### config.mk
export PLATFORM = sky130hd
export DESIGN_NAME = sigmoid_lut_reader_flat
export DESIGN_NICKNAME = d
export VERILOG_FILES = /design/src/rtl/sigmoid_lut_reader_if.sv /design/src/rtl/sigmoid_lut_reader.sv /design/src/flat_wrapper.sv
export SDC_FILE = /design/constraint.sdc
export NUM_CORES = 1
export LEC_CHECK = 0
export CORE_AREA = 2 2 68 57
export DETAILED_ROUTE_END_ITERATION = 6
export DIE_AREA = 0 0 70 59
export GPL_TIMING_DRIVEN = 0
export PLACE_DENSITY = 0.84
export SLEW_MARGIN = 20
export SYNTH_ARGS = -nofsm -noshare
export SYNTH_HDL_FRONTEND = slang
export SYNTH_SLANG_ARGS = --single-unit
### constraint.sdc
create_clock -name clk -period 1.8 [get_ports clk]
set_input_delay 0.18 -clock clk [delete_from_list [all_inputs] [get_ports clk]]
set_output_delay 0.18 -clock clk [all_outputs]
set_load 0.01 [all_outputs]
### src/rtl/sigmoid_lut_reader_if.sv
//==============================================================================
// Module  : sigmoid_lut_reader_if
// Brief   : Input stream, ROM port and output stream of the sigmoid LUT reader.
// Revision: 1.0 - initial release
//==============================================================================
`timescale 1ns/1ps
`default_nettype none

interface sigmoid_lut_reader_if #(
    parameter int DATA_W = 16,
    parameter int ADDR_W = 6
);
    logic              in_valid;
    logic              in_ready;
    logic [DATA_W-1:0] in_x;
    logic [ADDR_W-1:0] rom_addr;
    logic [DATA_W-1:0] rom_data;
    logic              out_valid;
    logic              out_ready;
    logic [DATA_W-1:0] out_y;

    // The sigmoid block itself.
    modport slave (
        input  in_valid,
        output in_ready,
        input  in_x,
        output rom_addr,
        input  rom_data,
        output out_valid,
        input  out_ready,
        output out_y
    );

    // Surrounding environment: upstream producer, ROM and downstream consumer.
    modport master (
        output in_valid,
        input  in_ready,
        output in_x,
        input  rom_addr,
        output rom_data,
        input  out_valid,
        output out_ready,
        input  out_y
    );
endinterface

`default_nettype wire

### src/rtl/sigmoid_lut_reader.sv
//==============================================================================
// Module  : sigmoid_lut_reader
// Brief   : Full-range sigmoid from a half-range ROM using sigmoid(-x)=1-sigmoid(x).
// Revision: 1.0 - initial release
//==============================================================================
`timescale 1ns/1ps
`default_nettype none

module sigmoid_lut_reader #(
    parameter int DATA_W     = 16,
    parameter int FRAC_W     = 8,
    parameter int ADDR_W     = 6,
    parameter int STEP_SHIFT = 5,
    parameter int LUT_MAX    = 48
) (
    input  logic                 clk,
    input  logic                 rst_n,
    sigmoid_lut_reader_if.slave  bus
);

    localparam int                  c_MAG_W    = DATA_W + 1;
    localparam int                  c_OUT_W    = 8;
    localparam logic [c_MAG_W-1:0]  c_ROUND    = c_MAG_W'(1 << (STEP_SHIFT - 1));
    localparam logic [c_MAG_W-1:0]  c_LUT_MAX  = c_MAG_W'(LUT_MAX);
    localparam logic [ADDR_W-1:0]   c_ADDR_MAX = ADDR_W'(LUT_MAX);

    if (STEP_SHIFT < 1 || STEP_SHIFT > FRAC_W || LUT_MAX >= (1 << ADDR_W)) begin : g_bad_params
        $error("sigmoid_lut_reader: inconsistent STEP_SHIFT/FRAC_W/LUT_MAX/ADDR_W");
    end

    logic                r_a_valid;
    logic                r_a_neg;
    logic [ADDR_W-1:0]   r_rom_addr;
    logic                r_out_valid;
    logic [DATA_W-1:0]   r_out_y;

    logic                w_adv;
    logic                w_in_ready;
    logic                w_accept;
    logic                w_neg;
    logic [c_MAG_W-1:0]  w_x_ext;
    logic [c_MAG_W-1:0]  w_mag;
    logic [c_MAG_W-1:0]  w_sum;
    logic [c_MAG_W-1:0]  w_idx;
    logic [ADDR_W-1:0]   w_addr;
    logic [c_OUT_W-1:0]  w_d;
    logic [c_OUT_W-1:0]  w_y;
    logic                w_unused_rom_hi;

    assign w_adv      = !r_out_valid || bus.out_ready;
    assign w_in_ready = !r_a_valid || w_adv;
    assign w_accept   = bus.in_valid && w_in_ready;

    // One extra bit so that the most negative input has a representable magnitude.
    assign w_neg   = bus.in_x[DATA_W-1];
    assign w_x_ext = {bus.in_x[DATA_W-1], bus.in_x};
    assign w_mag   = w_neg ? (~w_x_ext + c_MAG_W'(1)) : w_x_ext;
    assign w_sum   = w_mag + c_ROUND;
    assign w_idx   = w_sum >> STEP_SHIFT;
    assign w_addr  = (w_idx > c_LUT_MAX) ? c_ADDR_MAX : w_idx[ADDR_W-1:0];

    // 256 - d truncated to 8 bits; ROM never returns 0, so negatives never yield 0.
    assign w_d = bus.rom_data[c_OUT_W-1:0];
    assign w_y = r_a_neg ? (c_OUT_W'(0) - w_d) : w_d;

    assign w_unused_rom_hi = ^bus.rom_data[DATA_W-1:c_OUT_W];

    always_ff @(posedge clk or negedge rst_n) begin
        if (!rst_n) begin
            r_a_valid  <= 1'b0;
            r_a_neg    <= 1'b0;
            r_rom_addr <= '0;
        end else if (w_accept) begin
            r_a_valid  <= 1'b1;
            r_a_neg    <= w_neg;
            r_rom_addr <= w_addr;
        end else if (w_adv) begin
            r_a_valid  <= 1'b0;
        end
    end

    always_ff @(posedge clk or negedge rst_n) begin
        if (!rst_n) begin
            r_out_valid <= 1'b0;
            r_out_y     <= '0;
        end else if (r_a_valid && w_adv) begin
            r_out_valid <= 1'b1;
            r_out_y     <= {{(DATA_W - c_OUT_W){1'b0}}, w_y};
        end else if (bus.out_ready) begin
            r_out_valid <= 1'b0;
        end
    end

    assign bus.in_ready  = w_in_ready;
    assign bus.rom_addr  = r_rom_addr;
    assign bus.out_valid = r_out_valid;
    assign bus.out_y     = r_out_y;

endmodule

`default_nettype wire

### src/flat_wrapper.sv
// flat-port wrapper written by rule: the top's interface ports become plain ports
module sigmoid_lut_reader_flat 
#(
    parameter int DATA_W     = 16,
    parameter int FRAC_W     = 8,
    parameter int ADDR_W     = 6,
    parameter int STEP_SHIFT = 5,
    parameter int LUT_MAX    = 48
)
  (clk, rst_n, bus_in_valid, bus_in_ready, bus_in_x, bus_rom_addr, bus_rom_data, bus_out_valid, bus_out_ready, bus_out_y);
  sigmoid_lut_reader_if #(.DATA_W(DATA_W), .ADDR_W(ADDR_W)) bus_i ();
  input  logic clk;
  input  logic rst_n;
  input wire logic [$bits(bus_i.in_valid)-1:0] bus_in_valid;
  output wire logic [$bits(bus_i.in_ready)-1:0] bus_in_ready;
  input wire logic [$bits(bus_i.in_x)-1:0] bus_in_x;
  output wire logic [$bits(bus_i.rom_addr)-1:0] bus_rom_addr;
  input wire logic [$bits(bus_i.rom_data)-1:0] bus_rom_data;
  output wire logic [$bits(bus_i.out_valid)-1:0] bus_out_valid;
  input wire logic [$bits(bus_i.out_ready)-1:0] bus_out_ready;
  output wire logic [$bits(bus_i.out_y)-1:0] bus_out_y;
  assign bus_i.in_valid = bus_in_valid;
  assign bus_in_ready = bus_i.in_ready;
  assign bus_i.in_x = bus_in_x;
  assign bus_rom_addr = bus_i.rom_addr;
  assign bus_i.rom_data = bus_rom_data;
  assign bus_out_valid = bus_i.out_valid;
  assign bus_i.out_ready = bus_out_ready;
  assign bus_out_y = bus_i.out_y;
  sigmoid_lut_reader #(.DATA_W(DATA_W), .FRAC_W(FRAC_W), .ADDR_W(ADDR_W), .STEP_SHIFT(STEP_SHIFT), .LUT_MAX(LUT_MAX)) u_core (.clk(clk), .rst_n(rst_n), .bus(bus_i));
endmodule
==> flow_summary.json, run 1 <==
{
  "top_layer": "met4",
  "gp_congestion": 0.857,
  "violations": "setup timing",
  "clkPwrFrac": 0.224,
  "fp.dieH_um": 59,
  "wl_met2_um": 1540,
  "setup_viol": 6,
  "first_iter_violations": 68,
  "required_ns": 1.94,
  "power.switching_w": 0.000386,
  "crit_path_end_kind": "flip-flop",
  "dpl.hpwl_um": 2500,
  "ys_warn_count": 0,
  "yosys.area.top_type": "dfrtp_1",
  "clock.fmax_mhz": 450,
  "finalWirelength_um": 3390,
  "synth.avg_cell_area_um2": 8.86,
  "grt_pass1_wl_um": 5240,
  "rsz0062_at_grt": "true",
  "hold_ws_ns": 0.245,
  "critPathKind": "in2reg",
  "internal_power_w": 0.000857,
  "status": "complete, but fails checks",
  "die_w_um": 70,
  "synth_area_um2": 1420,
  "synth_ff_type": "dfrtp_1",
  "htreeDepth": 1,
  "clk_latency_ns": 0.25,
  "clock_skew_ns": 0.00678,
  "cts_tree": "done",
  "relSlewSlack": 0.507,
  "io-pin-count": 60,
  "cap_violations": 0,
  "critPathSlowestCell": "or4_4",
  "route.detailed.wl_per_inst_um": 12.9,
  "grtUsageTotal": 0.159,
  "vias": 1330,
  "power.density_nw_per_um2": 581,
  "period_needed_ns": 2.22,
  "hold_class": "in2reg",
  "fin_util": 0.633,
  "grt_pass1_vias": 1197,
  "wl_met1_um": 1620,
  "num-nets-final": 259,
  "ctsRootBufferMaster": "clkbuf_8",
  "ys_ff_latch": 17,
  "switching_share": 0.310,
  "finalWorstSetupSlack_ns": -0.424,
  "cts_sinks": 17,
  "met3_length_um": 187,
  "drc": 0,
  "postSynth.asyncResetShare": 1.00,
  "final_cell_count_no_fill": 262,
  "grt_start_max_net_pins": 18,
  "core_area_um2": 3380,
  "synth_top_area_share": 0.300,
  "seq_power_share": 0.371,
  "netlist_top_cells_area": "dfrtp_1, nand2_1, o21ai_0, xnor2_1, xor2_1",
  "tightestPinTransition_ns": 0.737,
  "seq_area_frac_synth": 0.300,
  "dp.cells": 248,
  "numCtsBuffers": 3,
  "pre_cts_slack_ns": -1.06,
  "io_buffers": 39,
  "postRouteAntennaNets": 0,
  "pwr-share-comb": 0.405,
  "cts_max_path_buffers": 2,
  "antenna_found_initial": 0,
  "fin_area_um2": 2140,
  "placed_area_um2": 1910,
  "synthCells": 160,
  "clkTransAtPathRegs_ns": 0.07,
  "path_cells": "buf_6, or4_4, buf_8, or2_4, nand2_4, xnor2_2, ha_4, o21ai_4, or4b_4, nand2_4, o31ai_4",
  "hold_violations": 0,
  "synth_edf_count": 0,
  "path_common_cell": "nand2_4",
  "start_kind": "primary input",
  "n_antenna_cell": 0,
  "initial_utilization": 0.420,
  "yosys.cell_types.count": 46,
  "leakagePower_nw": 0.886,
  "path_max_fanout": 4,
  "vias_per_cell": 5.08,
  "fin_crit_sh": 1.24,
  "slew_viol_final": 0,
  "die_area_um2": 4130,
  "slowest_delay_ns": 0.54,
  "overflow": 0,
  "cp_data_arrival_time_ns": 2.36,
  "ctsHoldBuffers": 0,
  "drtPass1Iterations": 4,
  "num_rows": 19,
  "ir_drop_v": 0.000486,
  "final_layout_size_suffix_gt1_frac": 0.291,
  "syn_to_final_growth_pct": 50.8
}
## synthesized netlist by cell type (all sizes together) (2+ instances only)
master,instances
o211ai,2
or3,4
nor2b,3
or2,2
xor2,7
nor2,6
buf,11
dfrtp,17
xnor2,7
a21oi,5
nand4,3
o41ai,3
nand2b,3
o31ai,5
or4,3
nand3,2
ha,2
nand2,25
nor3,4
inv,5
or3b,2
o22a,2
clkbuf,6
o21ai,14
## power groups by stage
stage | logic (W) | clock network, W | registers (W)
after global placement | 0.000448 | 0 | 0.000466
final | 0.000504 | 0.000278 | 0.000461
after global routing | 0.000545 | 0.000308 | 0.000468
after CTS | 0.000472 | 0.000284 | 0.000462
after floorplan | 0.000227 | 0 | 0.000488
after detailed placement | 0.000456 | 0 | 0.000467
## cells in the final DEF, fill, tap and decap left out, types with 3 or more instances in the layout
master,synthesis,layout
clkdlybuf4s50_1,0,32
conb_1,1,8
nor2_1,6,6
nand4_1,3,3
a21oi_1,5,5
nor3_2,0,3
inv_1,5,4
nand2_1,25,23
dfrtp_1,17,17
nand2b_1,3,3
or3_1,4,4
o21ai_0,14,12
xnor2_1,7,6
buf_6,3,5
buf_4,8,16
xor2_1,7,6
clkbuf_8,4,7
nor2b_1,3,3
## repair_timing
action | in CTS | in global routing
gates resized for setup | 26 | 16
buffers inserted | 7 | 3
endpoints found under the setup margin | 6 | 7
pin swaps | 13 | 19
## flip-flops by register name, summed over array words and instances, names as in the netlist
| register | count |
|---|---|
| u_core.r_a_valid | 1 |
| u_core.bus.out_valid | 1 |
| u_core.bus.out_y | 8 |
| u_core.r_a_neg | 1 |
| u_core.bus.rom_addr | 6 |
## layer usage
layer | track usage | vias up
li1 | - | 674
met1 | 0.214 | 611
met2 | 0.259 | 41
met3 | 0.0442 | 4
met4 | 0.0357 | 0
met5 | 0 | -
## worst max-delay path: cells and delay by family
family | cells | cell delay, ns
buffers and inverters | 2 | 0.23
AO/OA/AOI/OAI | 2 | 0.15
XOR/XNOR | 1 | 0.12
adder cells (fa/ha/maj) | 1 | 0.18
AND/OR/NAND/NOR | 5 | 1.48
## cell type report
class                           count  area (µm²)
Clock buffer                        3        41.3
Clock inverter                      1        5.00
Sequential cell                    17         425
Inverter                            5        18.8
Buffer                             17         164
Timing Repair Buffer               49         463
Fill cell                         301        1240
Multi-Input combinational cell    128         967
Tap cell                           42        52.6
## through the flow
stage / total power (W) / TNS [ns]
after global placement: 0.000914 / -6.16
after detailed placement: 0.000924 / -6.30
final: 0.00124 / -2.44
after CTS: 0.00122 / -2.83
after floorplan: 0.000715 / -2.85
after global routing: 0.00132 / -2.72
## kinds of logic after synthesis
family | count (synthesis) | synth area share
and+or+nand+nor | 64 | 0.246
AOI/OAI and AO/OA | 38 | 0.206
buffers and inverters | 22 | 0.124
DFF | 17 | 0.300
xor gates and xnor gates | 14 | 0.0865
adders and majority gates | 2 | 0.0176
muxes | 2 | 0.0176
other | 1 | 0.00265
## worst paths after layout
kind | startpoint | to | slack [ns] | depth (start not counted)
min | bus_in_x[15] | u_core.r_a_neg | 0.24 | 3
max | bus_in_x[2] | u_core.bus.rom_addr[2] | -0.42 | 11
min in group asynchronous | rst_n | u_core.bus.out_y[3] | 0.36 | 1
max in group asynchronous | rst_n | u_core.bus.out_y[0] | 0.97 | 1
max reg2reg | u_core.r_a_valid | u_core.bus.rom_addr[5] | 0.01 | 5
min reg2reg | u_core.bus.out_y[5] | u_core.bus.out_y[5] | 0.48 | 2
Note: power is estimated with default switching activity, not from simulation.
==> inputs of run 2 (changes only) <==
- CAP_MARGIN: not set -> 0
- CORE_AREA: 2 2 68 57 -> 8 8 74 63
- DIE_AREA: 0 0 70 59 -> 0 0 82 71
- HOLD_SLACK_MARGIN: not set -> 0.05
==> flow_summary.json, run 2 (synthesized netlist as in run 1, its figures left out) <==
{
  "crit_path_end_kind": "flip-flop",
  "clkTransAtPathRegs_ns": 0.06,
  "reg2regPathDepth": 5,
  "layout_common_cells": "clkdlybuf4s50_1, nand2_1, dfrtp_1, buf_4, o21ai_0",
  "finalWirelength_um": 3750,
  "hold_class": "in2reg",
  "postRouteAntennaNets": 0,
  "core_area_um2": 3550,
  "cts_sinks": 17,
  "relSlewSlack": 0.492,
  "grt_start_max_net_pins": 18,
  "first_iter_violations": 78,
  "io-pin-count": 60,
  "n_antenna_cell": 0,
  "die_area_um2": 5820,
  "leakagePower_nw": 0.865,
  "cts_tree": "done",
  "grtUsageTotal": 0.127,
  "setup_viol": 6,
  "drtPass1Iterations": 4,
  "ctsRootBufferMaster": "clkbuf_8",
  "htreeDepth": 1,
  "vias": 1335,
  "r2r_start": "u_core.bus.out_valid",
  "final_common_cell": "clkdlybuf4s50_1",
  "num-nets-final": 255,
  "tightestPinTransition_ns": 0.760,
  "cts_max_path_buffers": 2,
  "rsz0062_at_grt": "true",
  "ctsHoldBuffers": 0,
  "r2r-end": "u_core.bus.rom_addr[3]",
  "fp.dieH_um": 71,
  "power.density_nw_per_um2": 594,
  "tns_ns": -2.67,
  "required_ns": 1.97,
  "slew_viol_final": 0,
  "path_cells": "buf_6, or4_4, buf_8, or2_4, nand2_4, xnor2_4, ha_4, inv_4, o32ai_2, nand2_1, a32oi_2, xor2_1, o31ai_2",
  "grt_pass1_wl_um": 6040,
  "clock.fmax_mhz": 434,
  "io_buffers": 39,
  "gp_congestion": 0.874,
  "cap_violations": 0,
  "period_needed_ns": 2.30,
  "vias_per_cell": 5.13,
  "cp-startpoint": "bus_in_x[2]",
  "syn_to_final_growth_pct": 48.3,
  "numCtsBuffers": 3,
  "antenna_found_initial": 0,
  "die_w_um": 82,
  "critPathSlowestCell": "or4_4",
  "slowest_delay_ns": 0.55,
  "final_layout_size_suffix_gt1_frac": 0.269,
  "cp.depth": 13,
  "multiInputGateArea_um2": 956,
  "crit_buf_inv": 3,
  "seqCellArea_um2": 425,
  "fin_crit_sh": 1.28,
  "path_max_fanout": 6,
  "r2r_setup_slack_ns": 0.03,
  "finalWorstSetupSlack_ns": -0.504,
  "hold_violations": 0,
  "initial_utilization": 0.399,
  "violations": "setup timing",
  "drc": 0,
  "clock_skew_ns": 0.00294,
  "fin_util": 0.592,
  "ir_drop_v": 0.000388,
  "dpl.hpwl_um": 2730,
  "n_fill_cell": 317,
  "hold_ws_ns": 0.247,
  "grt_pass1_vias": 1339,
  "timing.critical_path.to": "u_core.bus.rom_addr[3]",
  "overflow": 0,
  "fin_total_pwr_w": 0.00125,
  "largest_reg_flops": 8,
  "crit_family": "simple AND/OR/NAND/NOR gates",
  "critPathKind": "in2reg",
  "route.detailed.wl_per_inst_um": 14.4,
  "num_rows": 20,
  "start_kind": "primary input",
  "status": "complete, but fails checks",
  "cp_data_arrival_time_ns": 2.47,
  "clk_latency_ns": 0.25
}
run 2: cell count changes in the layout (fill, tap and decap cells not counted), sizes merged:
cell	delta
clkdlybuf4s15	+1
buf	-4
clkinv	-1
run 2: stage by stage:
stage	std cells	setup WS, ns	instance area, µm²
2_1_floorplan	167	-0.505	1470
3_3_place_gp	250	-1.03	1920
3_5_place_dp	250	-1.06	1920
4_1_cts	258	-0.496	2010
5_1_grt	260	-0.593	2100
6_report	260	-0.504	2100
run 2: layout make-up:
class                   instances  share of cell area
inverters                       5              0.0101
well taps                      44              0.0262
plain buffers                  17              0.0780
clock buffers                   4              0.0214
repair buffers                 45               0.207
flip-flops and latches         17               0.202
multi-input cells             128               0.455
run 2: worst min path at each step:
stage | from | endpoint | cells after the start
floorplan | rst_n | u_core.bus.out_valid | 0
global placement | u_core.bus.out_y[5] | u_core.bus.out_y[5] | 2
detailed placement | u_core.bus.rom_addr[1] | u_core.bus.rom_addr[1] | 2
CTS | bus_in_x[15] | u_core.r_a_neg | 3
global route | bus_in_x[15] | u_core.r_a_neg | 3
finish | bus_in_x[15] | u_core.r_a_neg | 3
run 2: metal layers:
layer	track usage	routed length, µm
met1	0.159	1640
met2	0.203	1840
met3	0.0316	180
met4	0.0409	99
met5	0	0
run 2: worst register-to-register path: stages, from the launching register on:
cell      delay, ns
dfrtp_1        0.38
nand3b_1       0.15
nand2_1        0.20
or3b_1         0.39
mux2_4         0.32
o31ai_2        0.24
run 2: what timing repair did:
| action | in CTS | in global routing |
|---|---|---|
| pin swaps | 6 | 15 |
| gates cloned | 0 | 0 |
| endpoints found under the setup margin | 6 | 7 |
| gates resized for setup | 27 | 13 |
| buffers inserted | 4 | 2 |
run 2: power by group:
| part | leakage [nW] | total (W) | internal (W) | switching [W] |
|---|---|---|---|---|
| clock | 0.0228 | 0.000281 | 0.000157 | 0.000124 |
| combinational | 0.638 | 0.000509 | 0.000271 | 0.000239 |
| sequential | 0.205 | 0.000459 | 0.000433 | 0.0000259 |
| total | 0.865 | 0.00125 | 0.000861 | 0.000388 |
==> inputs of run 3 (changes only) <==
- CORE_AREA: 8 8 74 63 -> 2 2 68 57
- DIE_AREA: 0 0 82 71 -> 0 0 70 59
==> results of run 3 <==
No change in the layout: final DEF, timing and power equal those of run 1.
